**config.mk**
```make
export PLATFORM = sky130hd
export DESIGN_NAME = uart_tx_port_flat
export DESIGN_NICKNAME = d
export VERILOG_FILES = /design/src/rtl/uart_tx_port_if.sv /design/src/rtl/uart_tx_port.sv /design/src/flat_wrapper.sv
export SDC_FILE = /design/constraint.sdc
export NUM_CORES = 1
export LEC_CHECK = 0
export CAP_MARGIN = 20
export CORE_MARGIN = 3
export CORE_UTILIZATION = 36
export CTS_CLUSTER_SIZE = 12
export DETAILED_ROUTE_END_ITERATION = 8
export DONT_BUFFER_PORTS = 1
export HOLD_SLACK_MARGIN = 0.03
export MAX_ROUTING_LAYER = met4
export PLACE_DENSITY_LB_ADDON = 0.25
export SYNTH_ARGS = -nofsm -noshare
export SYNTH_HDL_FRONTEND = slang
export SYNTH_SLANG_ARGS = --single-unit
```
**constraint.sdc**
```tcl
create_clock -name clk -period 3.8 [get_ports clk]
set_input_delay 0.38 -clock clk [delete_from_list [all_inputs] [get_ports clk]]
set_output_delay 0.38 -clock clk [all_outputs]
set_load 0.01 [all_outputs]
```
**src/rtl/uart_tx_port_if.sv**
```systemverilog
// Data-memory bus as seen by the UART transmitter.
// The control unit is the master, and this block answers as a slave.
//   enable : request valid this cycle
//   rw     : 1 = write, 0 = read
//   add    : word address
//   wData  : write data
//   rData  : registered read data
//   hit    : rData holds this block's response
interface uart_tx_port_if;
    logic        enable;
    logic        rw;
    logic [9:0]  add;
    logic [31:0] wData;
    logic [31:0] rData;
    logic        hit;

    modport master (output enable, rw, add, wData, input rData, hit);
    modport slave  (input enable, rw, add, wData, output rData, hit);
endinterface

```
**src/rtl/uart_tx_port.sv**
```systemverilog
// Memory-mapped 8N1 UART transmitter with a small byte FIFO.
// Ports:
//   clk   : system clock, rising edge
//   reset : asynchronous, active-low
//   bus   : data-memory bus slave (enable/rw/add/wData -> rData/hit)
//   tx    : serial output, idle high, LSB first
//   irq   : high while the FIFO is empty and the shifter is idle
// Register map (word offsets from BASE):
//   0 DATA    : write pushes wData[7:0], reads 0
//   1 STATUS  : {count[7:4], overrun, empty, full, busy}; a read clears overrun
//   2 DIVISOR : clocks per bit, 16 bits; a write of 0 is stored as 1
//   3 reserved
//
// state   | meaning
// --------+----------------------------------------------
// S_IDLE  | line high, waiting for a byte in the FIFO
// S_START | start bit (low) for bit_div cycles
// S_DATA  | data bits 0..7, shift[0] on the line
// S_STOP  | stop bit (high); chains straight into the next byte
module uart_tx_port #(
    parameter logic [9:0]  BASE        = 10'h3F0,
    parameter int          DEPTH_LOG2  = 2,
    parameter logic [15:0] DEFAULT_DIV = 16'd434
) (
    input  logic          clk,
    input  logic          reset,
    uart_tx_port_if.slave bus,
    output logic          tx,
    output logic          irq
);
    typedef enum logic [1:0] {S_IDLE, S_START, S_DATA, S_STOP} state_t;

    state_t                state, state_nxt;
    logic [7:0]            mem [2**DEPTH_LOG2];
    logic [DEPTH_LOG2-1:0] wr_ptr, rd_ptr;
    logic [DEPTH_LOG2:0]   count;
    logic                  fifo_full, fifo_empty;
    logic                  push_req, push, drop, pop;
    logic                  overrun;
    logic [15:0]           divisor;
    logic [15:0]           bit_div, bit_div_nxt;
    logic [15:0]           baud, baud_nxt;
    logic [2:0]            bit_idx, idx_nxt;
    logic [7:0]            shift, shift_nxt;
    logic                  tx_nxt, bit_end, start_frame;
    logic [10:0]           add_ext;
    logic                  in_range, acc, wr, rd;
    logic [1:0]            reg_off;
    logic [31:0]           rd_mux, rd_stage_data;
    logic                  rd_stage_hit;
    logic                  unused_wdata;

    assign unused_wdata = ^bus.wData[31:16];

    // Address decode; the low two bits of (add - BASE) select the register.
    assign add_ext  = {1'b0, bus.add};
    assign in_range = (add_ext >= {1'b0, BASE}) && (add_ext <= ({1'b0, BASE} + 11'd3));
    assign reg_off  = bus.add[1:0] - BASE[1:0];
    assign acc      = bus.enable && in_range;
    assign wr       = acc && bus.rw;
    assign rd       = acc && !bus.rw;

    // count never exceeds the depth, so its MSB alone flags full.
    assign fifo_full  = count[DEPTH_LOG2];
    assign fifo_empty = (count == '0);
    assign push_req   = wr && (reg_off == 2'd0);
    assign push       = push_req && !fifo_full;
    assign drop       = push_req && fifo_full;

    assign irq = fifo_empty && (state == S_IDLE);

    // A drop in the same cycle as a STATUS read is reported by that read.
    always_comb begin
        rd_mux = 32'd0;
        case (reg_off)
            2'd1:    rd_mux = {24'd0, 4'(count), overrun | drop, fifo_empty,
                               fifo_full, state != S_IDLE};
            2'd2:    rd_mux = {16'd0, divisor};
            default: rd_mux = 32'd0;
        endcase
    end

    always_ff @(posedge clk) begin
        if (push) begin
            mem[wr_ptr] <= bus.wData[7:0];
        end
    end

    always_ff @(posedge clk or negedge reset) begin
        if (!reset) begin
            wr_ptr        <= '0;
            rd_ptr        <= '0;
            count         <= '0;
            overrun       <= 1'b0;
            divisor       <= DEFAULT_DIV;
            rd_stage_data <= 32'd0;
            rd_stage_hit  <= 1'b0;
            bus.rData     <= 32'd0;
            bus.hit       <= 1'b0;
        end else begin
            if (push) wr_ptr <= wr_ptr + 1'b1;
            if (pop)  rd_ptr <= rd_ptr + 1'b1;
            if (push && !pop)      count <= count + 1'b1;
            else if (!push && pop) count <= count - 1'b1;

            if (rd && (reg_off == 2'd1)) overrun <= 1'b0;
            else if (drop)               overrun <= 1'b1;

            if (wr && (reg_off == 2'd2)) begin
                divisor <= (bus.wData[15:0] == 16'd0) ? 16'd1 : bus.wData[15:0];
            end

            // Response is captured at the request edge and presented one edge later.
            rd_stage_hit  <= rd;
            rd_stage_data <= rd ? rd_mux : 32'd0;
            bus.hit       <= rd_stage_hit;
            bus.rData     <= rd_stage_data;
        end
    end

    assign bit_end = (baud == (bit_div - 16'd1));

    always_comb begin
        state_nxt   = state;
        baud_nxt    = baud + 16'd1;
        idx_nxt     = bit_idx;
        shift_nxt   = shift;
        bit_div_nxt = bit_div;
        start_frame = 1'b0;
        pop         = 1'b0;
        tx_nxt      = 1'b1;
        case (state)
            S_IDLE: begin
                baud_nxt = baud;
                if (!fifo_empty) start_frame = 1'b1;
            end
            S_START: begin
                if (bit_end) begin
                    baud_nxt  = 16'd0;
                    idx_nxt   = 3'd0;
                    state_nxt = S_DATA;
                end
            end
            S_DATA: begin
                if (bit_end) begin
                    baud_nxt  = 16'd0;
                    shift_nxt = {1'b0, shift[7:1]};
                    if (bit_idx == 3'd7) state_nxt = S_STOP;
                    else                 idx_nxt   = bit_idx + 3'd1;
                end
            end
            S_STOP: begin
                if (bit_end) begin
                    baud_nxt = 16'd0;
                    if (!fifo_empty) start_frame = 1'b1;
                    else             state_nxt   = S_IDLE;
                end
            end
            default: state_nxt = S_IDLE;
        endcase
        // Divisor is sampled only here, so mid-frame writes wait for the next byte.
        if (start_frame) begin
            pop         = 1'b1;
            shift_nxt   = mem[rd_ptr];
            bit_div_nxt = divisor;
            baud_nxt    = 16'd0;
            state_nxt   = S_START;
        end
        case (state_nxt)
            S_START: tx_nxt = 1'b0;
            S_DATA:  tx_nxt = shift_nxt[0];
            default: tx_nxt = 1'b1;
        endcase
    end

    always_ff @(posedge clk or negedge reset) begin
        if (!reset) begin
            state   <= S_IDLE;
            baud    <= 16'd0;
            bit_idx <= 3'd0;
            shift   <= 8'd0;
            bit_div <= DEFAULT_DIV;
            tx      <= 1'b1;
        end else begin
            state   <= state_nxt;
            baud    <= baud_nxt;
            bit_idx <= idx_nxt;
            shift   <= shift_nxt;
            bit_div <= bit_div_nxt;
            tx      <= tx_nxt;
        end
    end
endmodule

```
**src/flat_wrapper.sv**
```systemverilog
// flat-port wrapper written by rule: the top's interface ports become plain ports
module uart_tx_port_flat 
#(
    parameter logic [9:0]  BASE        = 10'h3F0,
    parameter int          DEPTH_LOG2  = 2,
    parameter logic [15:0] DEFAULT_DIV = 16'd434
)
  (clk, reset, tx, irq, bus_enable, bus_rw, bus_add, bus_wData, bus_rData, bus_hit);
  uart_tx_port_if bus_i ();
  input  logic clk;
  input  logic reset;
  output logic tx;
  output logic irq;
  input wire logic [$bits(bus_i.enable)-1:0] bus_enable;
  input wire logic [$bits(bus_i.rw)-1:0] bus_rw;
  input wire logic [$bits(bus_i.add)-1:0] bus_add;
  input wire logic [$bits(bus_i.wData)-1:0] bus_wData;
  output wire logic [$bits(bus_i.rData)-1:0] bus_rData;
  output wire logic [$bits(bus_i.hit)-1:0] bus_hit;
  assign bus_i.enable = bus_enable;
  assign bus_i.rw = bus_rw;
  assign bus_i.add = bus_add;
  assign bus_i.wData = bus_wData;
  assign bus_rData = bus_i.rData;
  assign bus_hit = bus_i.hit;
  uart_tx_port #(.BASE(BASE), .DEPTH_LOG2(DEPTH_LOG2), .DEFAULT_DIV(DEFAULT_DIV)) u_core (.clk(clk), .reset(reset), .bus(bus_i), .tx(tx), .irq(irq));
endmodule
```
==> results of run 1 <==
==> final cells by class <==
cell class	count	share of cell area
Timing Repair Buffer	10	0.0138
Multi-Input combinational cell	313	0.344
Inverter	18	0.00956
Tap cell	220	0.0389
Sequential cell	136	0.506
Clock inverter	13	0.0232
Clock buffer	19	0.0642
==> cell usage in the layout, fill, tap and decap left out, drive strengths merged, types with 14 or more instances in the layout <==
master  count
clkbuf     19
inv        22
dfrtp      93
edfxtp     32
and3       14
mux2       34
conb       16
ha         17
a21oi      18
o21ai      26
nor2       23
xnor2      18
nand2      28
==> per-stage QoR <==
step	TNS, ns	setup slack [ns]
2_1_floorplan	-0.137	-0.137
3_3_place_gp	0	0.114
3_5_place_dp	0	0.0348
4_1_cts	0	0.0312
5_1_grt	-0.0451	-0.0451
6_report	0	0.0967
==> power by group through the flow <==
stage               Clock, uW  Sequential (uW)  Combinational, uW
finish                   1710             1550               77.9
global route             1810             1550               92.5
floorplan                   0             1550               77.6
CTS                      1740             1550               79.2
global placement            0             1570               49.9
detailed placement          0             1570               53.0
==> per-layer routing <==
metal | up-vias | part of all wire | track usage
li1 | 1734 | - | -
met2 | 79 | 0.46 | 0.211
met1 | 1859 | 0.48 | 0.186
met4 | 0 | 0.014 | 0.0504
met5 | - | 0 | -
met3 | 14 | 0.048 | 0.0420
==> worst reg2reg max path, cell delays in order (launching register included) <==
cell	delay, ns
dfrtp_1	0.38
inv_2	0.07
ha_4	0.13
or4b_4	0.48
or3_1	0.33
o31ai_2	0.19
or4b_4	0.50
a2111oi_4	0.27
or2_1	0.22
nand2_4	0.09
ha_4	0.21
inv_1	0.06
fa_1	0.40
mux2_2	0.27
==> flip-flops by register name, summed over array words and instances, names as in the netlist <==
name / count
u_core.rd_stage_hit: 1
u_core.divisor: 16
u_core.tx: 1
u_core.baud: 16
u_core.shift: 8
u_core.wr_ptr: 2
u_core.rd_stage_data: 16
u_core.rd_ptr: 2
u_core.bus.hit: 1
u_core.bit_idx: 3
u_core.count: 3
u_core.state: 2
u_core.overrun: 1
u_core.bus.rData: 16
u_core.mem: 32
u_core.bit_div: 16
==> cell families (layout without fill, tap and decap cells) <==
logic type                 after synthesis  count (layout)  synth area share
DFF                                    136             136             0.576
and+or+nand+nor                        120             120             0.103
AOI/OAI and AO/OA                       80              80            0.0843
buffers and inverters                   53              60            0.0468
muxes                                   50              50             0.111
xor gates and xnor gates                28              28            0.0395
adders and majority gates               19              19            0.0391
other                                    1              16          0.000604
==> what timing repair did <==
item                                   4_1_cts  5_1_grt
hold buffers                                 2        0
endpoints found under the hold margin      104        0
setup buffers                                0        0
setup endpoints to repair                    0        3
gates resized for setup                      0        6
==> worst paths after layout <==
check                                                   start                        endpoint  depth (start not counted)
setup / recovery                u_core.bit_div[0]$_DFFE_PN0N_     u_core.count[1]$_DFFE_PN0P_                         13
hold / removal                                   bus_wData[6]      u_core.mem[3][6]$_DFFE_PP_                          0
setup reg to reg                u_core.bit_div[0]$_DFFE_PN0N_     u_core.count[1]$_DFFE_PN0P_                         13
hold reg to reg            u_core.rd_stage_data[11]$_DFF_PN0_  u_core.bus.rData[11]$_DFF_PN0_                          0
max in group asynchronous                               reset   u_core.bit_div[1]$_DFFE_PN1N_                          2
min in group asynchronous                               reset    u_core.wr_ptr[1]$_DFFE_PN0P_                          2
==> flow_metrics.py, run 1 <==
metrics = {
    "setup_path": {
        "crit_type": "flip-flop to flip-flop",
        "crit_family": "simple AND/OR/NAND/NOR gates",
        "critPathMaxStageDelay_ns": 0.50,
        "slowest_stage": "or4b_4",
        "cp_cell_sequence": "inv_2 > ha_4 > or4b_4 > or3_1 > o31ai_2 > or4b_4 > a2111oi_4 > or2_1 > nand2_4 > ha_4 > inv_1 > fa_1 > mux2_2",
        "r2r_setup_slack_ns": 0.1,
        "arrival_ns": 4.00,
        "crit_path_end_kind": "flip-flop",
        "path_buf_inv": 2,
        "crit_path_max_fanout": 4,
        "worst-endpoint-required_ns": 4.10,
        "critPathLaunchType": "flip-flop",
    },
    "yosys": {
        "async_reset_ff_frac": 0.765,
        "yosys.area.top_type_share": 0.375,
        "syn_area_um2": 6210,
        "yosysUniqueCellTypes": 61,
        "ys_seq_elements": 136,
        "syn_inst": 487,
        "ys_warn_count": 0,
        "synth_top_cell_by_area": "dfrtp_1",
        "ys_seq_area_frac": 0.576,
        "syn_area_per_cell_um2": 12.7,
        "synth-edff-count": 32,
        "synth.most_common_cell": "dfrtp_1",
        "synth_top_cells_by_area": "dfrtp_1, edfxtp_1, dfstp_2",
        "synth-main-ff-cell": "dfrtp_1",
        "synth_common_cells": "dfrtp_1, edfxtp_1, nand2_1",
    },
    "power": {
        "combPwrFrac": 0.023,
        "ir_worst_vdd_uv": 376,
        "power_uw": 3340,
        "p_int_uw": 2620,
        "power_per_cell_area_nw_per_um2": 472,
        "pwr-share-clk": 0.513,
        "p_seq_frac": 0.464,
        "swShare": 0.216,
        "leakage_uw": 0.00313,
        "switchingPower_uw": 722,
    },
    "final_layout": {
        "fin_nets": 560,
        "ff_latch_area_um2": 3580,
        "design_area_um2": 7070,
        "area_growth_pct": 13.9,
        "drive_above_1_share": 0.212,
        "multi_input_area_um2": 2430,
        "antenna_cells": 0,
        "instances_no_fill": 729,
        "num-fill-cells": 1590,
        "final_util": 0.423,
    },
    "placement": {
        "dp_hpwl_um": 8280,
        "dpl.cell_count": 695,
        "dpl_cell_area_um2": 6380,
        "numPortBuffers": 0,
        "place_congestion": 0.817,
    },
    "die": {
        "die-area_um2": 18900,
        "rows": 47,
        "die_x_um": 137,
        "io_pins": 81,
        "core_area_um2": 16700,
        "die_h_um": 137,
        "initial_core_util": 0.372,
    },
    "detailed_routing": {
        "first_pass_iters": 4,
        "finalWirelength_um": 12300,
        "ant_nets": 0,
        "vias": 3686,
        "route.detailed.drc": 0,
        "avgRoutedWirePerCell_um": 16.8,
        "vias_per_cell": 5.06,
        "drt_iter0_drc": 184,
    },
    "worst_hold_path": {
        "hp-class": "input pin to flip-flop",
    },
    "grt": {
        "grt_usage": 0.142,
        "grt_pass1_vias": 3745,
        "grt_max_degree": 105,
        "antenna_found_initial": 0,
        "grt_pass1_wl_um": 19800,
        "overflow": 0,
    },
    "sta": {
        "clock.fmax_mhz": 270,
        "fin_crit_ns": 3.70,
        "post-route-period-util": 0.975,
        "setup_viol": 0,
        "hold_violations": 0,
        "rsz0062_at_grt": "true",
        "worst_pin_slew_ns": 0.990,
        "slew_viol_final": 0,
        "finClkSkew_ns": 0.00702,
        "worst_hold_slack_ns": 0.0584,
        "relSlewSlack": 0.337,
    },
    "outcome": {
        "status": "finished clean",
    },
    "clock_tree": {
        "clkLatencyLatePin_ns": 0.41,
        "numCtsBuffers": 17,
        "cts.sinks": 136,
        "h-tree-depth": 4,
        "cts_buffer_depth": 2,
        "cts_tree": "built",
        "path_clk_slew_ns": 0.06,
        "root_buffer": "clkbuf_16",
    },
    "run": {
        "cap_violations": 0,
    },
}
Power figures use the tool's default switching activity.
==> run 2, diff against run 1 <==
--- a/config.mk
+++ b/config.mk
@@ -8,6 +8,7 @@
 export CAP_MARGIN = 20
 export CORE_MARGIN = 3
 export CORE_UTILIZATION = 36
+export CTS_BUF_LIST = sky130_fd_sc_hd__clkbuf_8
 export CTS_CLUSTER_SIZE = 12
 export DETAILED_ROUTE_END_ITERATION = 8
 export DONT_BUFFER_PORTS = 1
==> run 2 against run 1 <==
Register-to-register slack about the same. Critical path depth unchanged. Sequential power about the same. Non-clock buffer count up 8. Hold slack better by 0.031 ns. Wire length about the same.
==> flow_metrics.py, run 2 (synthesis gave the netlist of run 1 again) <==
metrics = {
    "outcome": {
        "status": "finished clean",
    },
    "die": {
        "die_h_um": 137,
        "core_area_um2": 16700,
        "rows": 47,
        "io_pins": 81,
        "die-area_um2": 18900,
        "die_x_um": 137,
        "initial_core_util": 0.372,
    },
    "grt": {
        "grt_usage": 0.141,
        "use_met3": 0.0413,
        "grt_pass1_wl_um": 19800,
        "grt_use_met2": 0.208,
        "busiest_layer": "met2",
        "overflow": 0,
        "grt_max_degree": 105,
        "antenna_found_initial": 0,
        "grt_pass1_vias": 3754,
        "grt_use_met1": 0.190,
    },
    "final_layout": {
        "drive_above_1_share": 0.209,
        "layout_commonest_cell": "dfrtp_1",
        "largest-register": "u_core.mem",
        "area_growth_pct": 12.2,
        "design_area_um2": 6960,
        "antenna_cells": 0,
        "largest_register_ffs": 32,
        "fin_nets": 568,
        "final_cell_mix": "dfrtp_1, edfxtp_1, nand2_1, nor2_1, mux2_2",
        "final_util": 0.417,
        "num-fill-cells": 1613,
    },
    "sta": {
        "rsz0062_at_grt": "true",
        "setup_viol": 0,
        "post-route-period-util": 0.973,
        "worst_hold_slack_ns": 0.0893,
        "worst_pin_slew_ns": 0.997,
        "hold_violations": 0,
        "fin_crit_ns": 3.70,
        "clock.fmax_mhz": 271,
        "fin_setup_tns_ns": 0,
        "relSlewSlack": 0.333,
        "layout_setup_ws_ns": 0.104,
        "slew_viol_final": 0,
        "finClkSkew_ns": 0.0115,
    },
    "setup_path": {
        "arrival_ns": 4.02,
        "crit_family": "simple AND/OR/NAND/NOR gates",
        "critPathMaxStageDelay_ns": 0.50,
        "cp_cell_sequence": "inv_2 > ha_4 > or4b_4 > or3_1 > o31ai_2 > or4b_4 > a2111oi_4 > or2_1 > nand2_4 > ha_4 > inv_1 > fa_1 > mux2_2",
        "slowest_stage": "or4b_4",
        "crit_path_max_fanout": 4,
        "crit_path_end_kind": "flip-flop",
        "worst-endpoint-required_ns": 4.13,
        "path_buf_inv": 2,
        "crit_type": "flip-flop to flip-flop",
        "critPathLaunchType": "flip-flop",
    },
    "detailed_routing": {
        "vias": 3720,
        "vias_per_cell": 5.05,
        "avgRoutedWirePerCell_um": 16.7,
        "drt_iter0_drc": 208,
        "finalWirelength_um": 12300,
        "route.detailed.drc": 0,
        "ant_nets": 0,
        "first_pass_iters": 4,
    },
    "power": {
        "p_seq_frac": 0.527,
        "switchingPower_uw": 670,
        "p_int_uw": 2260,
        "ir_worst_vdd_uv": 354,
        "combPwrFrac": 0.030,
        "swShare": 0.229,
        "power_per_cell_area_nw_per_um2": 421,
        "leakage_uw": 0.00309,
        "pwr-share-clk": 0.443,
    },
    "placement": {
        "numPortBuffers": 0,
        "place_congestion": 0.817,
        "preCtsSetupSlack_ns": 0.0348,
        "dp_hpwl_um": 8280,
        "dpl_cell_area_um2": 6380,
    },
    "clock_tree": {
        "numCtsBuffers": 17,
        "h-tree-depth": 4,
        "root_buffer": "clkbuf_8",
        "postCtsSetupBuffers": 0,
        "cts_tree": "built",
        "path_clk_slew_ns": 0.08,
        "cts.sinks": 136,
        "clkLatencyLatePin_ns": 0.44,
        "cts_buffer_depth": 2,
    },
    "run": {
        "cap_violations": 0,
    },
    "worst_hold_path": {
        "hp-class": "input pin to flip-flop",
    },
}
[run 2: cell types whose count changed in the layout (fill, tap and decap cells not counted), sizes merged]
cell	previous run	this run
bufinv	3	4
clkbuf	19	17
dlygate4sd3	1	9
inv	22	23
[run 2: routing by layer]
layer,wire [um],part of all wire
met1,6010,0.49
met2,5530,0.45
met3,586,0.048
met4,159,0.013
met5,0,0
[run 2: repair_timing]
action,in CTS,in global routing
hold buffers,10,0
hold endpoints to repair,136,0
setup endpoints to repair,0,3
gates resized for setup,0,6
[run 2: layout make-up]
| cell class | instances | area (um2) | share of cell area |
|---|---|---|---|
| clock buffers | 17 | 234 | 0.0336 |
| clock inverters | 15 | 198 | 0.0284 |
| inverters | 18 | 67.6 | 0.00970 |
| multi-input cells | 313 | 2430 | 0.350 |
| flip-flops and latches | 136 | 3580 | 0.514 |
| well taps | 220 | 275 | 0.0395 |
| repair buffers | 18 | 178 | 0.0255 |
[run 2: power by group through the flow]
stage	registers, uW	logic, uW	clock network (uW)
after floorplan	1550	77.6	0
after global placement	1570	49.9	0
after detailed placement	1570	53.0	0
after CTS	1540	89.1	1330
after global routing	1550	103	1390
final	1540	88.1	1300
[run 2: final timing paths]
| path | end | slack (ns) | depth (start not counted) | start |
|---|---|---|---|---|
| hold reg to reg | u_core.bus.rData[11]$_DFF_PN0_ | 0.35 | 0 | u_core.rd_stage_data[11]$_DFF_PN0_ |
| hold / removal | u_core.divisor[1]$_DFFE_PN1P_ | 0.09 | 1 | bus_wData[1] |
| setup / recovery | u_core.count[1]$_DFFE_PN0P_ | 0.10 | 13 | u_core.bit_div[0]$_DFFE_PN0N_ |
| max in group asynchronous | u_core.tx$_DFF_PN1_ | 2.85 | 2 | reset |
| setup reg to reg | u_core.count[1]$_DFFE_PN0P_ | 0.10 | 13 | u_core.bit_div[0]$_DFFE_PN0N_ |
| min in group asynchronous | u_core.wr_ptr[1]$_DFFE_PN0P_ | 0.52 | 2 | reset |
[run 2: stage by stage]
step	instances	power (uW)
2_1_floorplan	502	1630
3_3_place_gp	695	1620
3_5_place_dp	695	1630
4_1_cts	737	2960
5_1_grt	737	3040
6_report	737	2930
[run 2: worst reg2reg max path, cell delays in order (launching register included)]
cell and delay, ns:
dfrtp_1 0.39, inv_2 0.07, ha_4 0.13, or4b_4 0.48, or3_1 0.34, o31ai_2 0.20, or4b_4 0.50, a2111oi_4 0.26
or2_1 0.22, nand2_4 0.08, ha_4 0.21, inv_1 0.06, fa_1 0.40, mux2_2 0.27
==> run 3, diff against run 2 <==
--- a/config.mk
+++ b/config.mk
@@ -6,15 +6,16 @@
 export NUM_CORES = 1
 export LEC_CHECK = 0
 export CAP_MARGIN = 20
+export CORE_ASPECT_RATIO = 0.8
 export CORE_MARGIN = 3
 export CORE_UTILIZATION = 36
 export CTS_BUF_LIST = sky130_fd_sc_hd__clkbuf_8
+export CTS_CLUSTER_DIAMETER = 60
 export CTS_CLUSTER_SIZE = 12
 export DETAILED_ROUTE_END_ITERATION = 8
 export DONT_BUFFER_PORTS = 1
 export HOLD_SLACK_MARGIN = 0.03
 export MAX_ROUTING_LAYER = met4
-export PLACE_DENSITY_LB_ADDON = 0.25
 export SYNTH_ARGS = -nofsm -noshare
 export SYNTH_HDL_FRONTEND = slang
 export SYNTH_SLANG_ARGS = --single-unit
==> run 3 against run 2 <==
First-iteration DRC count rose by 26%. Global-route usage is 0.34 points lower. Sequential share of layout area fell by 0.18 points. Clock power barely moved. Maximum frequency down 0.49%. Core utilization increased by 0.12 points. Critical path depth stayed put. Combinational power about the same. Sequential cell count did not move. Clock skew down 0.00073 ns. Via count rose by 0.35%. Total power decreased by 0.82%. Critical endpoint unchanged. Largest cell class unchanged.
==> flow_metrics.py, run 3 (synthesis gave the netlist of run 1 again) <==
metrics = {
    "detailed_routing": {
        "vias_per_cell": 5.06,
        "avgRoutedWirePerCell_um": 16.2,
        "wl_met1_um": 5660,
        "drt_iter0_drc": 263,
        "ant_nets": 0,
        "route.detailed.drc": 0,
        "vias": 3733,
        "wl_met3_um": 750,
        "finalWirelength_um": 12000,
        "first_pass_iters": 4,
        "dr_wl_met2_um": 5380,
        "highest_layer": "met4",
    },
    "placement": {
        "place_congestion": 0.805,
        "numPortBuffers": 0,
        "dp_hpwl_um": 8200,
    },
    "final_layout": {
        "num-fill-cells": 1539,
        "layout_commonest_cell": "dfrtp_1",
        "multi_input_area_um2": 2450,
        "largest_register_ffs": 32,
        "antenna_cells": 0,
        "final_cell_mix": "dfrtp_1, edfxtp_1, nand2_1, nor2_1, mux2_2",
        "drive_above_1_share": 0.214,
        "ff_latch_area_um2": 3580,
        "fin_nets": 569,
        "area_growth_pct": 12.6,
        "largest-register": "u_core.mem",
    },
    "sta": {
        "fin_crit_ns": 3.71,
        "relSlewSlack": 0.342,
        "setup_viol": 0,
        "hold_violations": 0,
        "worst_pin_slew_ns": 0.983,
        "fin_setup_tns_ns": 0,
        "clock.fmax_mhz": 269,
        "slew_viol_final": 0,
        "worst_hold_slack_ns": 0.0784,
        "post-route-period-util": 0.977,
        "finClkSkew_ns": 0.0107,
    },
    "setup_path": {
        "path_buf_inv": 2,
        "slowest_stage": "or4b_4",
        "cp_cell_sequence": "inv_1 > ha_4 > or4b_4 > or3_4 > o31ai_4 > or4b_4 > a2111oi_4 > or2_4 > nand2_4 > ha_4 > inv_2 > fa_1 > mux2_4",
        "critPathMaxStageDelay_ns": 0.49,
        "crit_type": "flip-flop to flip-flop",
        "critPathLaunchType": "flip-flop",
        "cp.depth": 13,
        "crit_family": "simple AND/OR/NAND/NOR gates",
        "crit_start": "u_core.bit_div[0]$_DFFE_PN0N_",
        "r2r_start": "u_core.bit_div[0]$_DFFE_PN0N_",
        "reg2regPathDepth": 13,
        "crit_path_max_fanout": 4,
        "arrival_ns": 4.05,
        "r2r_end": "u_core.count[1]$_DFFE_PN0P_",
        "worst-endpoint-required_ns": 4.13,
        "setup.worst_path.end": "u_core.count[1]$_DFFE_PN0P_",
        "r2r_setup_slack_ns": 0.09,
        "crit_path_end_kind": "flip-flop",
    },
    "die": {
        "io_pins": 81,
        "initial_core_util": 0.371,
        "die_x_um": 153,
        "die_h_um": 123,
        "die-area_um2": 18900,
        "rows": 42,
        "core_area_um2": 16700,
    },
    "clock_tree": {
        "root_buffer": "clkbuf_8",
        "cts.sinks": 136,
        "path_clk_slew_ns": 0.08,
        "cts_tree": "built",
        "h-tree-depth": 4,
        "numCtsBuffers": 17,
        "clkLatencyLatePin_ns": 0.45,
        "cts_buffer_depth": 2,
    },
    "grt": {
        "grt_pass1_wl_um": 19700,
        "antenna_found_initial": 0,
        "grt_max_degree": 105,
        "overflow": 0,
        "grt_pass1_vias": 3767,
        "grt_usage": 0.138,
    },
    "outcome": {
        "status": "finished clean",
    },
    "power": {
        "power_per_cell_area_nw_per_um2": 416,
        "p_int_uw": 2230,
        "p_seq_frac": 0.531,
        "leakage_uw": 0.00309,
        "swShare": 0.234,
        "ir_worst_vdd_uv": 226,
        "switchingPower_uw": 679,
        "combPwrFrac": 0.030,
        "pwr-share-clk": 0.439,
    },
    "run": {
        "cap_violations": 0,
    },
    "worst_hold_path": {
        "hp-class": "input pin to flip-flop",
    },
}
run 3: cell types whose count changed in the layout (fill, tap and decap cells not counted), sizes merged:
cell         previous run  this run
bufinv                  4         3
clkbuf                 17        18
clkinv                  5         1
clkinvlp                1         2
dlygate4sd3             9        10
inv                    23        26
run 3: what timing repair did:
| item | CTS | global route |
|---|---|---|
| buffers inserted | 0 | 3 |
| pin swaps | 1 | 1 |
| resized for setup | 1 | 8 |
| setup endpoints to repair | 1 | 3 |
| hold buffers | 10 | 1 |
| endpoints found under the hold margin | 136 | 1 |
run 3: cell type report:
class | instances | area share
sequential | 136 | 0.512
inverter | 18 | 0.00967
clock buffer | 18 | 0.0354
tap | 220 | 0.0394
multi-input combinational | 313 | 0.351
clock inverter | 14 | 0.0263
timing repair buffer | 19 | 0.0269
run 3: layer usage:
layer  GRT usage  up-vias
met4      0.0484        0
met3      0.0479       15
met1       0.183     1860
met2       0.198       97
li1            -     1761
met5           -        -
run 3: worst reg2reg max path, cell delays in order, from the launching register on:
cell	delay [ns]
dfrtp_1	0.38
inv_1	0.09
ha_4	0.14
or4b_4	0.49
or3_4	0.36
o31ai_4	0.17
or4b_4	0.49
a2111oi_4	0.27
or2_4	0.20
nand2_4	0.07
ha_4	0.21
inv_2	0.05
fa_1	0.41
mux2_4	0.28
run 3: power groups by stage:
stage                     sequential (uW)  clock, uW  combinational [uW]
after detailed placement             1570          0                52.0
after global placement               1570          0                50.2
after CTS                            1540       1310                88.9
final                                1540       1270                88.4
after floorplan                      1550          0                77.6
after global routing                 1550       1390                 102
run 3: worst min path at each step:
| stage | startpoint | to | slack (ns) | depth (start not counted) |
|---|---|---|---|---|
| final | bus_wData[14] | u_core.divisor[14]$_DFFE_PN0P_ | 0.08 | 1 |
| after global routing | bus_wData[14] | u_core.divisor[14]$_DFFE_PN0P_ | 0.03 | 1 |
| after CTS | bus_wData[14] | u_core.divisor[14]$_DFFE_PN0P_ | 0.05 | 1 |
| after detailed placement | reset | u_core.wr_ptr[0]$_DFFE_PN0P_ | 0.09 | 0 |
| after global placement | reset | u_core.wr_ptr[1]$_DFFE_PN0P_ | 0.09 | 0 |
| after floorplan | reset | u_core.baud[0]$_DFFE_PN0P_ | 0.08 | 0 |
run 3: stage by stage:
| step | setup slack (ns) | power (uW) | cell area, um2 | cells | utilization |
|---|---|---|---|---|---|
| floorplan | -0.137 | 1630 | 6280 | 502 | - |
| global placement | 0.106 | 1620 | 6370 | 693 | 0.381 |
| detailed placement | -0.0186 | 1620 | 6370 | 693 | 0.381 |
| CTS | -0.0205 | 2940 | 6930 | 735 | 0.415 |
| global route | -0.0219 | 3040 | 6990 | 738 | 0.418 |
| finish | 0.0858 | 2910 | 6990 | 738 | 0.418 |
